File: src/rtl/router_pkg.sv
// Shared router types and helpers: FSM state encoding, address width and header address extraction.
package router_pkg;

  typedef enum logic [1:0] {
    IDLE,
    LOAD,
    DROP
  } state_t;

  function automatic int addr_w(input int num_ports);
    return (num_ports <= 2) ? 1 : $clog2(num_ports);
  endfunction

  function automatic logic [31:0] hdr_addr(input logic [31:0] hdr, input int aw);
    return hdr & ((32'd1 << aw) - 32'd1);
  endfunction

endpackage

File: src/rtl/router_1xn_if.sv
// Router byte-stream bundle: source side (pkt_valid/din/busy/error/drop) and reader side (re/data_out/valid_out).
interface router_1xn_if #(
  parameter int DATA_W    = 8,
  parameter int NUM_PORTS = 3
);
  logic                          pkt_valid;
  logic [DATA_W-1:0]             din;
  logic [NUM_PORTS-1:0]          re;
  logic [NUM_PORTS*DATA_W-1:0]   data_out;
  logic [NUM_PORTS-1:0]          valid_out;
  logic                          busy;
  logic                          error;
  logic                          drop;

  modport master (
    output pkt_valid, din, re,
    input  data_out, valid_out, busy, error, drop
  );

  modport slave (
    input  pkt_valid, din, re,
    output data_out, valid_out, busy, error, drop
  );
endinterface

File: src/rtl/router_port_fifo.sv
// First-word-fall-through port FIFO, wrap-bit pointers; write ignored when full, read ignored when empty.
// Flush empties the FIFO at the edge and overrides a simultaneous push or pop.
module router_port_fifo #(
  parameter int DATA_W     = 8,
  parameter int FIFO_DEPTH = 16
) (
  input  logic              clk,
  input  logic              rst,
  input  logic              we,
  input  logic              re,
  input  logic              flush,
  input  logic [DATA_W-1:0] din,
  output logic [DATA_W-1:0] dout,
  output logic              empty,
  output logic              full
);
  localparam int PW = $clog2(FIFO_DEPTH);
  localparam logic [PW:0] PTR_ONE = (PW+1)'(1);

  logic [PW:0]       wr_ptr_q, wr_ptr_d, rd_ptr_q, rd_ptr_d;
  logic [DATA_W-1:0] mem_q [FIFO_DEPTH];
  logic              push, pop;

  assign empty = (wr_ptr_q == rd_ptr_q);
  assign full  = (wr_ptr_q[PW] != rd_ptr_q[PW]) && (wr_ptr_q[PW-1:0] == rd_ptr_q[PW-1:0]);
  assign push  = we & ~full;
  assign pop   = re & ~empty;
  assign dout  = empty ? '0 : mem_q[rd_ptr_q[PW-1:0]];

  always_comb begin
    wr_ptr_d = wr_ptr_q;
    rd_ptr_d = rd_ptr_q;
    if (flush) begin
      wr_ptr_d = '0;
      rd_ptr_d = '0;
    end else begin
      if (push) wr_ptr_d = wr_ptr_q + PTR_ONE;
      if (pop)  rd_ptr_d = rd_ptr_q + PTR_ONE;
    end
  end

  always_ff @(posedge clk or posedge rst) begin
    if (rst) begin
      wr_ptr_q <= '0;
      rd_ptr_q <= '0;
    end else begin
      wr_ptr_q <= wr_ptr_d;
      rd_ptr_q <= rd_ptr_d;
    end
  end

  always_ff @(posedge clk) begin
    if (push) mem_q[wr_ptr_q[PW-1:0]] <= din;
  end

endmodule

File: src/rtl/router_1xn.sv
// 1-to-NUM_PORTS packet router: header decode, per-port FWFT FIFOs, invalid-address drop, read-timeout flush.
// Bytes visible one cycle after consumption; busy holds the source. ROUTER_PARITY_CHECK_EN enables the parity error flag.
module router_1xn
  import router_pkg::*;
#(
  parameter int DATA_W     = 8,
  parameter int NUM_PORTS  = 3,
  parameter int FIFO_DEPTH = 16,
  parameter int TIMEOUT    = 30
) (
  input logic         clk,
  input logic         rstn,
  router_1xn_if.slave bus
);
  localparam int ADDR_W = addr_w(NUM_PORTS);
  localparam int CW     = $clog2(TIMEOUT + 1);
  localparam logic [CW-1:0] T_LAST  = CW'(TIMEOUT - 1);
  localparam logic [CW-1:0] CNT_ONE = CW'(1);

  state_t               state_q, state_d;
  logic [ADDR_W-1:0]    dest_q, dest_d, addr;
  logic                 drop_q, drop_d;
  logic                 busy, addr_ok;
  logic [31:0]          hdr_field;
  logic [NUM_PORTS-1:0] fifo_we, fifo_empty, fifo_full, flush;
  logic [DATA_W-1:0]    fifo_dout [NUM_PORTS];
  logic [CW-1:0]        tcnt_q [NUM_PORTS];
  logic [CW-1:0]        tcnt_d [NUM_PORTS];
`ifdef ROUTER_PARITY_CHECK_EN
  logic [DATA_W-1:0]    par_q, par_d;
  logic                 error_q, error_d;
`endif

  assign hdr_field = hdr_addr(32'(bus.din), ADDR_W);
  assign addr_ok   = hdr_field < 32'(NUM_PORTS);
  assign addr      = hdr_field[ADDR_W-1:0];

  always_comb begin
    state_d = state_q;
    dest_d  = dest_q;
    drop_d  = 1'b0;
    busy    = 1'b0;
    fifo_we = '0;
`ifdef ROUTER_PARITY_CHECK_EN
    par_d   = par_q;
    error_d = error_q;
`endif
    case (state_q)
      IDLE: begin
        if (bus.pkt_valid) begin
          if (!addr_ok) begin
            drop_d  = 1'b1;
            state_d = DROP;
          end else if (!fifo_empty[addr]) begin
            busy = 1'b1;
          end else begin
            fifo_we[addr] = 1'b1;
            dest_d        = addr;
            state_d       = LOAD;
`ifdef ROUTER_PARITY_CHECK_EN
            par_d   = bus.din;
            error_d = 1'b0;
`endif
          end
        end
      end
      LOAD: begin
        if (fifo_full[dest_q]) begin
          busy = 1'b1;
        end else begin
          fifo_we[dest_q] = 1'b1;
          if (!bus.pkt_valid) state_d = IDLE;
`ifdef ROUTER_PARITY_CHECK_EN
          if (bus.pkt_valid) par_d = par_q ^ bus.din;
          else               error_d = (par_q != bus.din);
`endif
        end
        // A flushed destination loses its partial packet; swallow the rest of it.
        if (flush[dest_q] && state_d == LOAD) begin
          state_d = DROP;
          drop_d  = 1'b1;
        end
      end
      DROP: begin
        if (!bus.pkt_valid) state_d = IDLE;
      end
      default: state_d = IDLE;
    endcase
  end

  always_comb begin
    flush  = '0;
    tcnt_d = '{default: '0};
    for (int i = 0; i < NUM_PORTS; i++) begin
      if (!fifo_empty[i] && !bus.re[i]) begin
        if (tcnt_q[i] == T_LAST) flush[i] = 1'b1;
        else                     tcnt_d[i] = tcnt_q[i] + CNT_ONE;
      end
    end
  end

  always_ff @(posedge clk or posedge rstn) begin
    if (rstn) begin
      state_q <= IDLE;
      dest_q  <= '0;
      drop_q  <= 1'b0;
      for (int i = 0; i < NUM_PORTS; i++) tcnt_q[i] <= '0;
`ifdef ROUTER_PARITY_CHECK_EN
      par_q   <= '0;
      error_q <= 1'b0;
`endif
    end else begin
      state_q <= state_d;
      dest_q  <= dest_d;
      drop_q  <= drop_d;
      for (int i = 0; i < NUM_PORTS; i++) tcnt_q[i] <= tcnt_d[i];
`ifdef ROUTER_PARITY_CHECK_EN
      par_q   <= par_d;
      error_q <= error_d;
`endif
    end
  end

  assign bus.busy = busy;
  assign bus.drop = drop_q;
`ifdef ROUTER_PARITY_CHECK_EN
  assign bus.error = error_q;
`else
  assign bus.error = 1'b0;
`endif

  for (genvar i = 0; i < NUM_PORTS; i++) begin : g_port
    router_port_fifo #(
      .DATA_W     (DATA_W),
      .FIFO_DEPTH (FIFO_DEPTH)
    ) u_fifo (
      .clk   (clk),
      .rst   (rstn),
      .we    (fifo_we[i]),
      .re    (bus.re[i]),
      .flush (flush[i]),
      .din   (bus.din),
      .dout  (fifo_dout[i]),
      .empty (fifo_empty[i]),
      .full  (fifo_full[i])
    );
    assign bus.data_out[i*DATA_W +: DATA_W] = fifo_dout[i];
    assign bus.valid_out[i]                 = ~fifo_empty[i];
  end

endmodule

File: src/flat_wrapper.sv
// flat-port wrapper written by rule: the top's interface ports become plain ports
module router_1xn_flat import router_pkg::*;
#(
  parameter int DATA_W     = 8,
  parameter int NUM_PORTS  = 3,
  parameter int FIFO_DEPTH = 16,
  parameter int TIMEOUT    = 30
)
  (clk, rstn, bus_pkt_valid, bus_din, bus_re, bus_data_out, bus_valid_out, bus_busy, bus_error, bus_drop);
  router_1xn_if #(.DATA_W(DATA_W), .NUM_PORTS(NUM_PORTS)) bus_i ();
  input logic clk;
  input logic rstn;
  input wire logic [$bits(bus_i.pkt_valid)-1:0] bus_pkt_valid;
  input wire logic [$bits(bus_i.din)-1:0] bus_din;
  input wire logic [$bits(bus_i.re)-1:0] bus_re;
  output wire logic [$bits(bus_i.data_out)-1:0] bus_data_out;
  output wire logic [$bits(bus_i.valid_out)-1:0] bus_valid_out;
  output wire logic [$bits(bus_i.busy)-1:0] bus_busy;
  output wire logic [$bits(bus_i.error)-1:0] bus_error;
  output wire logic [$bits(bus_i.drop)-1:0] bus_drop;
  assign bus_i.pkt_valid = bus_pkt_valid;
  assign bus_i.din = bus_din;
  assign bus_i.re = bus_re;
  assign bus_data_out = bus_i.data_out;
  assign bus_valid_out = bus_i.valid_out;
  assign bus_busy = bus_i.busy;
  assign bus_error = bus_i.error;
  assign bus_drop = bus_i.drop;
  router_1xn #(.DATA_W(DATA_W), .NUM_PORTS(NUM_PORTS), .FIFO_DEPTH(FIFO_DEPTH), .TIMEOUT(TIMEOUT)) u_core (.clk(clk), .rstn(rstn), .bus(bus_i));
endmodule
File: config.mk
export PLATFORM = sky130hd
export DESIGN_NAME = router_1xn_flat
export DESIGN_NICKNAME = d
export VERILOG_FILES = /design/src/rtl/router_pkg.sv /design/src/rtl/router_1xn_if.sv /design/src/rtl/router_port_fifo.sv /design/src/rtl/router_1xn.sv /design/src/flat_wrapper.sv
export SDC_FILE = /design/constraint.sdc
export NUM_CORES = 1
export LEC_CHECK = 0
export ABC_AREA = 1
export BUFFER_PORTS_ARGS = -buffer_cell sky130_fd_sc_hd__buf_2
export CELL_PAD_IN_SITES_DETAIL_PLACEMENT = 1
export CELL_PAD_IN_SITES_GLOBAL_PLACEMENT = 1
export CORE_MARGIN = 8
export CORE_UTILIZATION = 51
export DETAILED_ROUTE_END_ITERATION = 10
export PLACE_DENSITY_LB_ADDON = 0.25
export SETUP_SLACK_MARGIN = 0.05
export SLEW_MARGIN = 20
export SYNTH_ARGS = -nofsm -noshare
export SYNTH_HDL_FRONTEND = slang
export SYNTH_SLANG_ARGS = --single-unit
File: constraint.sdc
create_clock -name clk -period 2.5 [get_ports clk]
set_input_delay 0.125 -clock clk [delete_from_list [all_inputs] [get_ports clk]]
set_output_delay 0.125 -clock clk [all_outputs]
set_load 0.01 [all_outputs]
==> flow_summary.ini <==
[synth]
syn_nets = 1503
synth_area_um2 = 18100
synth.area.top_cells = edfxtp_1, dfrtp_1, nor2_1, o21ai_0, nand2_1
ys_async_sr_fraction_pct = 11.5
netlist.area_leader.share_pct = 63.7
synth_top_cell_by_area = edfxtp_1
synth_flop_cell = edfxtp_1
synth_edf_count = 384
synthCells = 1468
yosysSeqAreaShare_pct = 70.6
yosysUniqueCellTypes = 38
syn_avg_cell_area_um2 = 12.3
yosysMostFrequentCell = edfxtp_1
ys.warnings.count = 0
ys_seq_elements = 434
yosys-top-cells-count = edfxtp_1, nor2_1, nand2_1, o21ai_0, nand3_1

[drt]
post_drt_wl_per_cell_um = 27.7
drc = 0
routed_wl_mm = 58.8
drt_pass1_iterations = 7
vias = 13200
ant_nets = 0
dr.first_iter.drc_count = 1187
vias_per_cell = 6.22

[power]
p_sw_mw = 9.69
pwr-share-clk_pct = 27.8
comb_power_share_pct = 38.7
power_leakage_nw = 8.07
power_mw = 26.1
irDropWorstVdd_mv = 0.878
sw_frac_of_total_pct = 37.1
p_seq_share_pct = 33.6
intPower_mw = 16.4
power.density_nw_per_um2 = 1180

[setup_path]
startpoint_type = register
path_common_cell = nand2_1
critPathMaxStageDelay_ns = 0.46
cp_cell_sequence = clkinv_4, nand2_1, nand2_1, nor2_2, nand3_2, clkinv_1, buf_4, a31oi_1, buf_2
ff2ff_setup_slack_ns = 0.07
arrival_ns = 2.34
cp_slowest_cell = dfrtp_2
crit_end = bus_data_out[0]
reg2reg_depth = 11
required_ns = 2.38
cp-startpoint = u_core.g_port[0].u_fifo.rd_ptr_q[0]
reg2reg_from = u_core.g_port[0].u_fifo.rd_ptr_q[0]
cp_max_fo = 8
end_kind = output pin
worstSetupPathType = register to output pin
reg2reg_to = u_core.g_port[0].u_fifo.mem_q[11][5]

[die]
start_util_pct = 51.4
ioPinCount = 44
dieArea_um2 = 41800
core.rowCount = 69
core-area_um2 = 35200
die_w_um = 204
dieHeight_um = 204

[sta]
min_period_ns = 2.47
whs_ns = 0.0537
max-slew-margin-rel_pct = 49.2
period_share_pct = 98.6
hold_viol = 0
rsz0062_at_grt = yes
fmax_mhz = 406
slew_violations = 0
tightest_slew_ns = 0.763
setup_viol = 0
fin_skew_ns = 0.0227

[status]
outcome = finished clean

[global_routing]
grt_pass1_wl_mm = 82.9
grt_overflow_total = 0
track_usage_pct = 26.1
grt_pass1_vias = 13800
grt_max_degree = 67
antenna_found_initial = 1

[clock_tree]
cts_tree = yes
clock_sinks = 434
cts_max_level = 2
path_clk_slew_ns = 0.06
ctsRootBufferMaster = clkbuf_16
cts_buffers = 47
ctsLongestPathBuffers = 3
clkLatencyLatePin_ns = 0.58

[final_layout]
design_area_um2 = 22100
stdcell_count = 2127
layout-drive-gt1-share_pct = 21.4
area.growth.synth_to_final_pct = 22.1
nets = 1662
fillers = 3424

[placed_design]
postPlaceCellArea_um2 = 19300
place_inst = 1990
io_buffers = 42
dp_hpwl_mm = 33.1
place_congestion = 0.856

[run]
drv_cap = 0

[worst_hold_path]
hold_class = primary input to register
## worst min path at each step
stage          cells past startpoint                                  end       start
4_1_cts                            4                     u_core.tcnt_q[7]   bus_re[1]
5_1_grt                            3  u_core.g_port[1].u_fifo.rd_ptr_q[0]   bus_re[1]
3_3_place_gp                       2                     u_core.tcnt_q[2]        rstn
3_5_place_dp                       2                     u_core.tcnt_q[0]        rstn
2_1_floorplan                      0  u_core.g_port[0].u_fifo.mem_q[0][0]  bus_din[0]
6_report                           4                     u_core.tcnt_q[7]   bus_re[1]
## state kept, by name, indices dropped and copies added, names as in the netlist
signal and cells:
u_core.bus.drop 1, u_core.dest_q 2, u_core.g_port.u_fifo.mem_q 384, u_core.g_port.u_fifo.rd_ptr_q 15, u_core.g_port.u_fifo.wr_ptr_q 15, u_core.state_q 2, u_core.tcnt_q 15
## critical path: cells and delay by family (launching register included)
family | cells | cell delay, ns
buffers and inverters | 4 | 0.68
flip-flops | 1 | 0.46
AND/OR/NAND/NOR | 4 | 0.54
AO/OA/AOI/OAI | 1 | 0.07
## timing repair
| action | 4_1_cts | 5_1_grt |
|---|---|---|
| hold buffers | 6 | 0 |
| setup buffers | 8 | 14 |
| hold endpoints to repair | 74 | 0 |
| setup endpoints to repair | 25 | 386 |
| gates resized for setup | 53 | 87 |
| pin swaps | 11 | 34 |
| cloned | 8 | 14 |
## cell families after synthesis
| logic type | Yosys count | share of synthesized area, % |
|---|---|---|
| XOR/XNOR | 30 | 1.45 |
| AO/OA/AOI/OAI | 323 | 10.9 |
| buffers and inverters | 136 | 2.95 |
| flip-flops | 434 | 70.6 |
| other | 1 | 0.0207 |
| AND/OR/NAND/NOR | 523 | 12.6 |
| adder cells (fa/ha/maj) | 21 | 1.45 |
## cell usage in the layout (no fill, tap or decap), types with 5 or more instances in the layout
master,instances
nand2_1,179
o211ai_1,7
clkbuf_8,5
nand2_2,8
o21ai_0,129
o221ai_1,36
a31oi_2,5
xor2_1,19
ha_1,21
nand3_1,76
or2_2,16
clkinv_1,8
buf_4,91
dfrtp_2,11
buf_16,6
clkbuf_16,60
dlygate4sd3_1,6
bufinv_16,6
edfxtp_1,384
nand2_4,7
o21ai_1,27
o211a_1,8
clkinv_2,16
inv_2,13
a31oi_1,11
xnor2_1,9
a21oi_1,27
dfrtp_1,39
nor2_1,199
inv_1,43
o22ai_1,43
o2111ai_1,12
o221ai_2,5
buf_2,42
nand4_1,14
clkbuf_1,5
buf_6,8
buf_12,14
nor2_4,7
nor2_2,7
## per-stage QoR
stage                     TNS, ns  setup WS [ns]  utilization, %
after global routing       -0.374        -0.0379            62.7
after global placement          0          0.141            54.8
after floorplan                 0          0.291               -
after CTS                       0         0.0339            61.0
final                           0         0.0340            62.7
after detailed placement        0          0.102            54.8
## power by group through the flow
| stage | sequential (mW) | clock, mW | combinational [mW] |
|---|---|---|---|
| 6_report | 8.77 | 7.25 | 10.1 |
| 3_5_place_dp | 8.83 | 0 | 7.55 |
| 2_1_floorplan | 8.68 | 0 | 4.77 |
| 5_1_grt | 8.80 | 7.49 | 10.7 |
| 4_1_cts | 8.71 | 7.24 | 8.71 |
| 3_3_place_gp | 8.79 | 0 | 7.30 |
## layer usage
metal / GRT usage [%] / vias up / wire [um]
met3: 4.06 / 155 / 4000
met5: 0 / - / 0
met2: 45.1 / 615 / 29500
li1: - / 5701 / -
met4: 9.77 / 0 / 2310
met1: 32.8 / 6760 / 23000
## final cells by class
cell class              count  area, um^2  share of cell area [%]
diodes                      1        2.50                  0.0113
multi-input cells         899        5010                    22.7
inverters                  63         251                    1.14
repair buffers            182        1860                    8.41
well taps                 461         577                    2.61
clock buffers              59        1310                    5.94
clock inverters            28         287                    1.30
flip-flops and latches    434       12800                    57.9
Power figures use the tool's default switching activity.
